<file path="config.mk">
export PLATFORM = sky130hd
export DESIGN_NAME = msk_share_fifo
export DESIGN_NICKNAME = d
export VERILOG_FILES = /design/src/rtl/msk_share_fifo.sv
export SDC_FILE = /design/constraint.sdc
export NUM_CORES = 1
export LEC_CHECK = 0
export CAP_MARGIN = 40
export CORE_UTILIZATION = 40
export CTS_CLUSTER_SIZE = 40
export DETAILED_ROUTE_END_ITERATION = 10
export MAX_ROUTING_LAYER = met4
export PLACE_DENSITY = 0.72
export SYNTH_ARGS = -nofsm -noshare
export SYNTH_HDL_FRONTEND = slang
export SYNTH_SLANG_ARGS = --single-unit
</file>
<file path="constraint.sdc">
create_clock -name clk -period 3.75 [get_ports clk]
set_input_delay 0.5625 -clock clk [delete_from_list [all_inputs] [get_ports clk]]
set_output_delay 0.5625 -clock clk [all_outputs]
set_load 0.1 [all_outputs]
</file>
<file path="src/rtl/msk_share_fifo.sv">
// FIFO of masked sharing words. Each word is stored and returned share-for-share, with no recombination.
// Define MSK_SHARE_FIFO_ZEROIZE_EN to clear storage on reset and to zero each slot when it is popped.
module msk_share_fifo #(
    parameter int d     = 1,
    parameter int count = 1,
    parameter int DEPTH = 4
) (
    input  logic                         clk,
    input  logic                         rst_n,
    input  logic [count*d-1:0]           in_data,
    input  logic                         in_valid,
    output logic                         in_ready,
    output logic [count*d-1:0]           out_data,
    output logic                         out_valid,
    input  logic                         out_ready,
    output logic [$clog2(DEPTH+1)-1:0]   level
);
    localparam int W  = count * d;
    localparam int PW = $clog2(DEPTH);
    localparam int LW = $clog2(DEPTH + 1);

    logic [W-1:0]  mem_q [DEPTH];
    logic [W-1:0]  mem_d [DEPTH];
    logic [PW-1:0] wr_ptr_q, wr_ptr_d;
    logic [PW-1:0] rd_ptr_q, rd_ptr_d;
    logic [LW-1:0] level_q, level_d;
    logic          push, pop;

    // Handshake flags decode level only, so nothing depends combinationally on in_valid or out_ready.
    assign in_ready  = (level_q < LW'(DEPTH));
    assign out_valid = (level_q != '0);
    assign out_data  = mem_q[rd_ptr_q];
    assign level     = level_q;

    always_comb begin
        push     = in_valid && in_ready;
        pop      = out_valid && out_ready;
        wr_ptr_d = wr_ptr_q;
        rd_ptr_d = rd_ptr_q;
        level_d  = level_q;
        mem_d    = mem_q;
`ifdef MSK_SHARE_FIFO_ZEROIZE_EN
        if (pop) mem_d[rd_ptr_q] = '0;
`endif
        // A push into the slot being popped wins over the zero write.
        if (push) begin
            mem_d[wr_ptr_q] = in_data;
            wr_ptr_d        = wr_ptr_q + PW'(1);
        end
        if (pop) rd_ptr_d = rd_ptr_q + PW'(1);
        case ({push, pop})
            2'b10:   level_d = level_q + LW'(1);
            2'b01:   level_d = level_q - LW'(1);
            default: level_d = level_q;
        endcase
    end

    always_ff @(posedge clk or negedge rst_n) begin
        if (!rst_n) begin
            wr_ptr_q <= '0;
            rd_ptr_q <= '0;
            level_q  <= '0;
        end else begin
            wr_ptr_q <= wr_ptr_d;
            rd_ptr_q <= rd_ptr_d;
            level_q  <= level_d;
        end
    end

`ifdef MSK_SHARE_FIFO_ZEROIZE_EN
    always_ff @(posedge clk or negedge rst_n) begin
        if (!rst_n) begin
            for (int i = 0; i < DEPTH; i++) mem_q[i] <= '0;
        end else begin
            mem_q <= mem_d;
        end
    end
`else
    always_ff @(posedge clk) begin
        mem_q <= mem_d;
    end
`endif

endmodule

</file>
==> results.toml <==
[status]
status = "finished clean"

[synthesis]
synthCells = 44
ys_seq_area_share_pct = 53.2
synth_top_area_share_pct = 31.5
avgSynthCellArea_um2 = 12.6
ys_ff_latch = 11
synth_area_um2 = 556
ys.warnings.count = 0
synth.net_count = 55
synth_top_cell_by_area = "dfrtp_1"
yosys-top-cells-area = "dfrtp_1 32%, edfxtp_1 22%, ha_1 11%"
synth_cell_types = 17

[route]
vias_per_cell = 4.49
wl_um = 804
initialDrtViolationCount = 4
wl_per_cell_um = 10.3
vias = 350
drc_errors = 0
first_pass_iters = 3
antenna_left = 0

[setup_path]
crit_fanout = 3
cp.arrival_ps = 1810
end_kind = "primary output"
r2r_start = "level[2]$_DFFE_PN0P_"
r2r-end = "level[2]$_DFFE_PN0P_"
rrSetupSlack_ps = 1900
cp-start-kind = "flip-flop"
r2r.worst_path.cells = 8
cp_data_required_time_ps = 3190
path_class = "reg -> out"

[cts]
ctsRootBufferMaster = "clkbuf_4"
cts_resized = 0
clk_latency_ps = 260
cts_max_path_buffers = 2
clk_pin_slew_ps = 70
h-tree-depth = 1
cts_made_buffers = 3
cts.sinks = 11
postCtsSetupBuffers = 0
cts_tree = "done"
postCtsHoldBufs = 0

[global_routing]
grt-ovfl-total = 0
grt_pass1_vias = 299
grt_most_used_layer = "met2"
gr-usage-met1_pct = 16.7
use_met2_pct = 20.0
antenna_found_initial = 0
globalRouteMet3Util_pct = 3.41
grt_pass1_wl_um = 1280
grt_max_degree = 9
grt_use_total_pct = 13.8

[timing]
setup_violations = 0
tightestPinTransition_ps = 462
worst_clock_skew_ps = 3.95
final.setup.tns_ps = 0
rsz0062_at_grt = "no"
layout_min_cycle_time_ps = 2380
whs_ps = 492
fmax_ghz = 0.421
final_max_slew_viol_count = 0
slew_headroom_pct = 69.1
hold_violations = 0
period_share_pct = 63.4

[cells_and_area]
layout-drive-gt1-share_pct = 15.9
areaGrowthSynthToFinish_pct = 41.4
design_area_um2 = 786
fin_nets = 75
diodes = 0

[hold_path]
min_to = "rd_ptr_q[1]$_DFFE_PN0P_"
hold_depth = 1
hold_class = "reg -> reg"
worstHoldStart = "rd_ptr_q[1]$_DFFE_PN0P_"

[floorplanning]
start_util_pct = 42.7
coreArea_um2 = 1300
die_x_um = 39.3
die_y_um = 39.3
io_pins = 11
rows = 13
dieArea_um2 = 1540

[placed_design]
gp_congestion = 0.650
place_area_um2 = 759
port_buffers = 10
hpwlAfterDp_um = 628

[job]
maxCapViolCount = 0
## critical path, cell delays in order, from the launching register on
cell and delay, ps:
dfrtp_1 400, mux4_2 510, clkdlybuf4s50_1 460, buf_8 180
## how the worst max path moves through the flow
stage	slack (ps)	to	from	depth (start not counted)
detailed placement	1310	level[2]$_DFFE_PN0P_	in_valid	9
global placement	1330	out_data	rd_ptr_q[0]$_DFFE_PN0P_	2
floorplan	630	out_valid	level[2]$_DFFE_PN0P_	2
finish	1370	out_data	rd_ptr_q[0]$_DFFE_PN0P_	3
CTS	1350	out_data	rd_ptr_q[0]$_DFFE_PN0P_	3
global route	1290	out_data	rd_ptr_q[0]$_DFFE_PN0P_	3
## synthesized netlist by cell type
cell      instances
edfxtp_1          4
dfrtp_1           7
xor2_1            2
fa_1              1
nor2_1            1
nand3_1           1
xnor2_1           4
buf_2             1
o21ai_1           1
o31a_1            1
and2_1            4
mux2i_1           1
inv_1             7
nand2_1           2
nor2b_1           1
mux4_2            1
ha_1              5
## layout make-up
| cell class | instances | area, um2 |
|---|---|---|
| multi-input cells | 25 | 229 |
| well taps | 15 | 18.8 |
| fillers | 106 | 515 |
| repair buffers | 16 | 190 |
| flip-flops and latches | 11 | 295 |
| inverters | 7 | 26.3 |
| clock buffers | 4 | 26.3 |
## sequential cells by signal, indices dropped and copies added, names as in the netlist
register  cells
level         3
mem_q         4
rd_ptr_q      2
wr_ptr_q      2
## kinds of logic (layout without fill, tap and decap cells)
| group | count (synthesis) | in the layout | share of synthesized area (%) |
|---|---|---|---|
| compound gates | 2 | 2 | 2.48 |
| xor+xnor | 6 | 6 | 9.46 |
| fa+ha+maj | 6 | 6 | 14.9 |
| buf+inv | 8 | 27 | 5.63 |
| flops | 11 | 11 | 53.2 |
| mux | 2 | 2 | 5.86 |
| simple gates | 9 | 9 | 8.56 |
## placed cells by master (no fill, tap or decap)
cell type / synthesis / layout
clkdlybuf4s50_1: 0 / 10
inv_1: 7 / 7
dfrtp_1: 7 / 7
buf_8: 0 / 6
ha_1: 5 / 5
and2_1: 4 / 4
xnor2_1: 4 / 4
edfxtp_1: 4 / 4
clkbuf_4: 0 / 3
nand2_1: 2 / 2
xor2_1: 2 / 2
o31a_1: 1 / 1
nor2b_1: 1 / 1
nand3_1: 1 / 1
mux4_2: 1 / 1
o21ai_1: 1 / 1
nor2_1: 1 / 1
mux2i_1: 1 / 1
fa_1: 1 / 1
clkbuf_1: 0 / 1
## through the flow
step           util (%)  std cells  worst slack, ps
5_1_grt            60.4         78             1290
3_5_place_dp       58.4         74             1310
3_3_place_gp       51.4         68             1330
6_report           60.4         78             1370
2_1_floorplan         -         44              633
4_1_cts            60.4         78             1350
## per-layer routing
layer  share of wire [%]  wire length, um  vias to the layer above
met1                  50              400                      164
met3                 1.6               13                        2
met4                 1.2               10                        0
met2                  47              380                        4
li1                    -                -                      180
met5                   0                0                        -
Power is not shown: default switching activity piles up to over one toggle a cycle in this logic, so the estimate is an artifact.
